==> src/rtl/tx_scrambler_pkg.sv <==
// Shared constants for the per-lane TX scrambler: LFSR polynomials and seeds,
// LFSRSel encodings and the ordered-set symbols used by Master_Tx.
package tx_scrambler_pkg;

  // Galois feedback masks (polynomial without the x^W term)
  localparam logic [15:0] LFSR16_TAPS       = 16'h0039;  // x^16+x^5+x^4+x^3+1
  localparam logic [22:0] LFSR23_TAPS       = 23'h210125; // x^23+x^21+x^16+x^8+x^5+x^2+1
  localparam logic [15:0] LFSR16_SEED       = 16'hFFFF;
  localparam logic [22:0] LFSR23_SEED_LANE0 = 23'h1DBFBC;

  localparam logic [7:0] COM = 8'hBC;
  localparam logic [7:0] SKP = 8'h1C;

  typedef enum logic [1:0] {
    SEL_8B   = 2'd0,
    SEL_16B  = 2'd1,
    SEL_32B  = 2'd2,
    SEL_RSVD = 2'd3
  } lfsr_sel_e;

  // Bytes covered by the active datapath width; the reserved code acts as 32-bit.
  function automatic logic [3:0] active_mask(input logic [1:0] sel);
    case (lfsr_sel_e'(sel))
      SEL_8B:  active_mask = 4'b0001;
      SEL_16B: active_mask = 4'b0011;
      default: active_mask = 4'b1111;
    endcase
  endfunction

endpackage

==> src/rtl/tx_scrambler_lfsr_byte_step.sv <==
// One byte of scrambling: eight Galois LFSR steps, LSB-first keystream,
// optional XOR onto the data byte.
module lfsr_byte_step #(
  parameter int unsigned     W    = 16,
  parameter logic [W-1:0]    TAPS = '0
) (
  input  logic [W-1:0] state_in,
  input  logic [7:0]   data_in,
  input  logic         xor_en,
  output logic [W-1:0] state_out,
  output logic [7:0]   data_out
);

  logic [7:0] ks;

  always_comb begin
    state_out = state_in;
    ks        = '0;
    // Keystream bits shift in from the top so the first bit lands in bit 0.
    for (int unsigned b = 0; b < 8; b++) begin
      ks        = {state_out[W-1], ks[7:1]};
      state_out = {state_out[W-2:0], 1'b0} ^ (state_out[W-1] ? TAPS : '0);
    end
    data_out = xor_en ? (data_in ^ ks) : data_in;
  end

endmodule

==> src/rtl/tx_scrambler.sv <==
// Per-lane TX scrambler: Gen1/2 16-bit or Gen3+ 23-bit LFSR applied byte by
// byte with per-byte advance/XOR control; one registered output stage.
module tx_scrambler
  import tx_scrambler_pkg::*;
#(
  parameter logic [22:0] GEN3SEED = LFSR23_SEED_LANE0
) (
  input  logic        clk,
  input  logic        reset_n,
  input  logic [31:0] dataIn,
  input  logic [3:0]  dataKIn,
  input  logic [1:0]  syncHeaderIn,
  input  logic        validIn,
  input  logic [2:0]  GEN,
  input  logic        patternReset,
  input  logic [1:0]  LFSRSel,
  input  logic [3:0]  advance,
  input  logic [3:0]  scramblingEnable,
  output logic [31:0] dataOut,
  output logic [3:0]  dataKOut,
  output logic [1:0]  syncHeaderOut,
  output logic        validOut
);

  logic [15:0] lfsr16;
  logic [22:0] lfsr23;
  logic [2:0]  prev_gen;

  logic        gen3;
  logic        gen_cross;
  logic [3:0]  step_en;
  logic [3:0]  xen;
  logic [31:0] scr;

  logic [4:0][15:0] s16;
  logic [4:0][22:0] s23;
  logic [3:0][15:0] n16;
  logic [3:0][22:0] n23;
  logic [3:0][7:0]  d16;
  logic [3:0][7:0]  d23;

  always_comb begin
    gen3      = (GEN >= 3'd3);
    gen_cross = gen3 != (prev_gen >= 3'd3);
    step_en   = active_mask(LFSRSel) & advance;
    xen       = gen3 ? scramblingEnable : ~dataKIn;
  end

  assign s16[0] = lfsr16;
  assign s23[0] = lfsr23;

  // Both chains are always evaluated; gen3 picks which result is used.
  for (genvar i = 0; i < 4; i++) begin : g_byte
    lfsr_byte_step #(.W(16), .TAPS(LFSR16_TAPS)) u_step16 (
      .state_in  (s16[i]),
      .data_in   (dataIn[8*i +: 8]),
      .xor_en    (xen[i]),
      .state_out (n16[i]),
      .data_out  (d16[i])
    );

    lfsr_byte_step #(.W(23), .TAPS(LFSR23_TAPS)) u_step23 (
      .state_in  (s23[i]),
      .data_in   (dataIn[8*i +: 8]),
      .xor_en    (xen[i]),
      .state_out (n23[i]),
      .data_out  (d23[i])
    );

    assign s16[i+1]      = step_en[i] ? n16[i] : s16[i];
    assign s23[i+1]      = step_en[i] ? n23[i] : s23[i];
    assign scr[8*i +: 8] = !step_en[i] ? dataIn[8*i +: 8] :
                           (gen3 ? d23[i] : d16[i]);
  end

  always_ff @(posedge clk or negedge reset_n) begin
    if (!reset_n) begin
      lfsr16        <= LFSR16_SEED;
      lfsr23        <= GEN3SEED;
      prev_gen      <= '0;
      dataOut       <= '0;
      dataKOut      <= '0;
      syncHeaderOut <= '0;
      validOut      <= 1'b0;
    end else begin
      prev_gen <= GEN;
      validOut <= validIn;
      if (gen_cross) begin
        lfsr16 <= LFSR16_SEED;
        lfsr23 <= GEN3SEED;
      end else if (validIn) begin
        if (gen3) lfsr23 <= patternReset ? GEN3SEED : s23[4];
        else      lfsr16 <= patternReset ? LFSR16_SEED : s16[4];
      end
      if (validIn) begin
        dataOut       <= scr;
        dataKOut      <= dataKIn;
        syncHeaderOut <= syncHeaderIn;
      end
    end
  end

endmodule

==> config.mk <==
export PLATFORM = sky130hd
export DESIGN_NAME = tx_scrambler
export DESIGN_NICKNAME = d
export VERILOG_FILES = /design/src/rtl/tx_scrambler_pkg.sv /design/src/rtl/tx_scrambler_lfsr_byte_step.sv /design/src/rtl/tx_scrambler.sv
export SDC_FILE = /design/constraint.sdc
export NUM_CORES = 1
export LEC_CHECK = 0
export CORE_ASPECT_RATIO = 0.75
export CORE_MARGIN = 10
export CORE_UTILIZATION = 55
export CTS_CLUSTER_DIAMETER = 30
export DETAILED_ROUTE_END_ITERATION = 16
export PLACE_DENSITY_LB_ADDON = 0.05
export SYNTH_ARGS = -nofsm -noshare
export SYNTH_HDL_FRONTEND = slang
export SYNTH_HIERARCHICAL = 1
export SYNTH_SLANG_ARGS = --single-unit
export TNS_END_PERCENT = 5
==> constraint.sdc <==
create_clock -name clk -period 7.8 [get_ports clk]
set_input_delay 1.56 -clock clk [delete_from_list [all_inputs] [get_ports clk]]
set_output_delay 1.56 -clock clk [all_outputs]
set_load 0.01 [all_outputs]
Word level (Yosys, flattened, before mapping)
Index checks and enable logic that the tools add are counted.
{ "totals": {"in_bits": 55, "reg_bits": 81} }
{ "op_classes": {"n_reduce_logical": 5, "mux": 98, "magnitude_cmp": 2, "bitwise_logic": 74, "n_eq_ne": 3} }
{ "ops": {"columns": ["operator", "n"], "rows": [
  ["23-bit XOR", 32],
  ["22-bit two-way mux", 32],
  ["16-bit XOR", 32],
  ["6-bit two-way mux", 32],
  ["23-bit two-way mux", 8],
  ["16-bit two-way mux", 8],
  ["8-bit two-way mux", 16],
  ["8-bit XOR", 8],
  ["4-bit case mux with 2 select lines", 1],
  ["3-bit by 2-bit >= comparator with 1-bit output, second input constant", 2],
  ["4-bit AND", 1],
  ["4-bit two-way mux", 1],
  ["4-bit NOT", 1],
  ["2-bit AND reduction", 2],
  ["2-bit nonzero test", 2],
  ["2-bit by 1-bit == test with 1-bit output, second input constant", 1],
  ["2-bit zero test", 1],
  ["2-bit by 1-bit != test with 1-bit output, second input constant", 1],
  ["1-bit != test", 1]
]} }

Logic depth before layout (Yosys ltp)
{ "depth": {"depth_word": 72, "ltp_mapped": 26, "depth_no_buf": 22} }

Hierarchy
Netlist, hierarchy kept.
{ "by_module_without_submodules": {"columns": ["module", "seq_area_each_um2", "instances", "area_each_um2", "cells_each"], "rows": [
  ["tx_scrambler", 2067.0, 1, 5854.4, 742],
  ["lfsr_byte_step (g_byte[0].u_step23 ...)", 0.0, 4, 496.7, 55],
  ["lfsr_byte_step (g_byte[0].u_step16 ...)", 0.0, 4, 350.3, 46]
]} }

Worst setup path before layout
OpenSTA, ideal clock, no wires.
{ "synth_timing": {"path_kind": "in2reg", "startpoint": "input advance[0]", "endpoint": "register lfsr23[8]", "arrival_ns": 6.127, "required_ns": 7.717, "cell_stages": 23, "setup_slack_ns": 1.590, "cell_sequence": "buf_6 buf_6 mux2_2 buf_6 xnor3_2 xor2_4 xnor2_1 nor2_1 nor2_1 buf_6 xnor3_2 xor2_4 xnor2_1 nand2_1 o21ai_0 buf_6 xnor3_2 xor2_4 xnor2_2 xnor2_1 nor2_1 a21oi_1 o32a_1"} }
{ "synth_lines": {"columns": ["item", "line_no", "source"], "rows": [
  ["start: declaration", "tx_scrambler.sv:17", "input logic [3:0] advance,"],
  ["end signal: assignment", "tx_scrambler.sv:92", "if (gen3) lfsr23 <= patternReset ? GEN3SEED : s23[4];"],
  ["end: declaration", "tx_scrambler.sv:26", "logic [22:0] lfsr23;"]
]} }

==> impl_results.md <==
* Share of the synthesized netlist area taken by xor and xnor gates at 29.9%
* Via count of the first global-routing pass at roughly 7400
* Met3 WL post-DR at roughly 3500 um
* Proportion of register bits with asynchronous set or reset after synthesis at 100%
* CTS H-tree depth at 3
* R2R cell count at 22
* Ratio of routed vias to standard cells at 5.63
* Dominant combinational cell family by area after synthesis: XOR/XNOR gates
* Startpoint types: input pin
* Start point of the worst min-delay path: dataOut[12]
* Required time of the critical path at approximately 8.1 ns
* Wire length on met2 at between 10000 and 15000 um
* Clock transition at the registers of the reported paths at around 0.060 ns
* Category of the critical setup timing path: input pin to flip-flop
* Topmost layer with routed signal wires: met4
* Flop2flop setup slack at between 1 and 1.5 ns
* Total Nets Final at ~1200
* Post-CTS Setup Inserts at 0
* Normalized max-slew margin at between 10% and 20%
* Synthesized netlist net count at around 1200
* DRT met1 WL at between 10000 and 15000 um
* Synthesized-area fraction occupied by and/or/nand/nor cells at between 10% and 20%
* Capturing point of the worst reg2reg path: lfsr23[9]
* Clock sink count at 81
* Max-slew violation total from the final report at 0
* Total number of yosys warnings at 6
* Mux share of post-synthesis cell area at 13.2%
* Number of vias after detailed routing at 7799
* Antenna violations before repair at 0
* CTS-repair resized insts at 0
* Prevailing post-synth register cell: dfrtp_1
* Total Negative Setup Slacks at 0 ns
* Number of synthesized register bits at 81
* Die Outline Area at 22400 um2
* Antenna cells at 0
* Share of the clock period used by the worst path at a little over four fifths
* Synth area leaders: xnor2_1 (16%), dfrtp_1 (13%), dfstp_2 (9.1%), nand2_1 (8.5%), xor2_1 (6.8%)
* Fraction of the mapped netlist area in adder cells at 0%
* Result of the run: complete, no violations
* Maximum number of pins on one net before global-route repair at 79
* Slew @ Worst Pin at 1.22 ns
* Final hold violation count at 0
* CTS tree: built
* Mean post-synth cell area at 8.07 um2
* DRC Markers at 0
* Count of unique library cells instantiated by Yosys at 37
* Initial Util at between 50% and 60%
* Count of boundary I/O pins at 94
* Compound-cell area share of the yosys netlist at a little over a tenth
* Root Driver: clkbuf_16
* Count of flip-flops with a built-in enable after synthesis at 0
* Total half-perimeter wirelength after legalization and detailed placement at ~21000 um
* Post-synthesis cell type with the largest combined area: xnor2_1
* Skew final at about 0.011 ns
* Post-DR wirelength/cell at 20.1 um
* Buffers from clock root to sink, at most at 2
* Gp weighted congestion at around 0.96
* Hold Path End: dataOut[12]
* Summed instance area of the synthesized netlist at a little over 9000 um2
* Fraction of layout cells with a size suffix above 1 at between 10% and 20%
* Number of design-rule violations left by the first detailed-router iteration at roughly 840
* Worst Hold Class: flip-flop to flip-flop
* Layout area overhead at 11.9%
* Unrepaired setup endpoints after global routing: false
* Arrival time of data at the critical path endpoint at 6.88 ns
* Clock network latency to the later pin of the worst-skew pair at 0.37 ns
* Global Route Usage Sum at roughly a quarter
* Die boundary height at around 130 um
* Number of placement rows at 40
* Biggest fanout along the worst timing path at 18
* Minimum clock period at approximately 6.6 ns
* Global-route wire length before repair at 43600 um
* Area share of the leading cell type in the synthesized netlist at about 16%
* Launch instance of the worst register-to-register path: lfsr23[20]
* Sequential element share of the synthesized area at around 22%
* Setup violators final at 0
* Core Area at about 16000 um2
* Number of max-cap violations at 0
* CTS Hold Buffers Added at 0
* Synth Instances at 1146
* TritonCTS buffer count at 9
* Number of I/O port buffers at 93
* Number of nets with antenna violations after detailed routing at 0
* Width of the chip at about 170 um
* Cell depth of the worst hold path at 1
* Maximum frequency from static timing analysis at 152 MHz
* Count of TritonRoute iterations in the first routing pass at 5
* Overall routed net length at between 20000 and 30000 um
* Total gr overflow at 0
* Worst Setup End Kind: flip-flop
layer usage:
| layer | vias up | global-route usage, % |
|---|---|---|
| met1 | 3705 | 36.8 |
| met5 | - | 0 |
| li1 | 3728 | - |
| met4 | 0 | 4.47 |
| met2 | 351 | 32.0 |
| met3 | 15 | 9.90 |
logic make-up (layout without fill, tap and decap cells):
| kind of cell | after synthesis | after routing |
|---|---|---|
| muxes | 110 | 110 |
| and+or+nand+nor | 359 | 359 |
| DFF | 81 | 81 |
| xor gates and xnor gates | 276 | 276 |
| buffers and inverters | 166 | 196 |
| AOI/OAI and AO/OA | 154 | 154 |
final cells by class:
cell class	count	area, um2
inverter	60	225
fill	1461	5920
timing repair buffer	120	1120
multi-input combinational	899	6350
clock inverter	2	35.0
sequential	81	2070
clock buffer	14	285
tap	210	263
flip-flops by register name, summed over array words and instances (netlist names):
name,cells
syncHeaderOut,2
dataOut,32
validOut,1
dataKOut,4
lfsr16,16
lfsr23,23
prev_gen,3
worst max-delay path by stage:
stage               startpoint        end  slack (ns)  depth (start not counted)
CTS                 advance[0]  lfsr23[9]        1.24                         20
finish              advance[0]  lfsr23[9]        1.21                         20
detailed placement  advance[0]  lfsr23[9]        0.88                         20
global placement    advance[0]  lfsr23[9]        1.05                         20
global route        lfsr23[20]  lfsr23[9]        0.81                         22
floorplan           advance[0]  lfsr23[8]        1.59                         23
worst max-delay path, cell delays in order:
cell and delay [ns]:
buf_2 0.37, mux2_2 0.49, xnor3_2 0.47, xor2_2 0.33
xnor2_1 0.19, nor2_1 0.07, nor2_1 0.11, buf_4 0.19
xnor3_2 0.42, xor2_2 0.30, xnor2_1 0.16, nand2_1 0.08
o21ai_0 0.48, xnor3_2 0.59, xor2_2 0.31, inv_1 0.13
xnor2_1 0.14, nor2_1 0.10, a21oi_1 0.06, o32a_1 0.30
Yosys cell counts (7+ instances only):
cell	instances
buf_4	29
dfrtp_1	49
a22o_1	7
nor2_1	128
nand2_1	210
a21oi_1	17
xor2_1	72
mux2_4	8
buf_2	23
o32a_1	16
xnor3_2	8
o211ai_1	7
o21ai_0	50
xor2_2	16
buf_1	10
buf_6	11
dfstp_2	32
clkbuf_1	33
mux2i_1	46
a31oi_1	48
nand3_1	16
xnor2_1	172
mux2_2	53
inv_1	56
metrics by stage:
stage / util (%) / area [um2] / setup WS, ns / instances / hold slack [ns]
2_1_floorplan: - / 9240 / 1.59 / 1146 / 0.486
3_3_place_gp: 61.6 / 10000 / 1.05 / 1370 / 0.489
3_5_place_dp: 61.6 / 10000 / 0.881 / 1370 / 0.495
4_1_cts: 63.6 / 10300 / 1.24 / 1386 / 0.509
5_1_grt: 63.6 / 10300 / 0.807 / 1386 / 0.527
6_report: 63.6 / 10300 / 1.21 / 1386 / 0.504
cell usage in the layout, fill, tap and decap left out, types with 3 or more instances in the layout:
cell             count
mux2_4               8
o32a_1              16
mux2i_2              3
o21ai_0             50
nand2_1            209
a21oi_1             17
xor2_2              16
xnor2_1            172
nand3_1             16
mux2_2              53
o21a_1               3
dfstp_2             32
xnor2_2              4
xor2_1              72
inv_2                4
nor2_1             128
xnor3_2              8
inv_1               56
xor2_4               4
o211ai_1             7
buf_4               28
a22o_1               7
clkbuf_16           10
mux2i_1             46
a31oi_1             48
dfrtp_1             49
clkdlybuf4s50_1     90
Power is left out: the tool's default activity adds up to more than one toggle a clock period on the data nets, which glitch-free logic cannot reach.
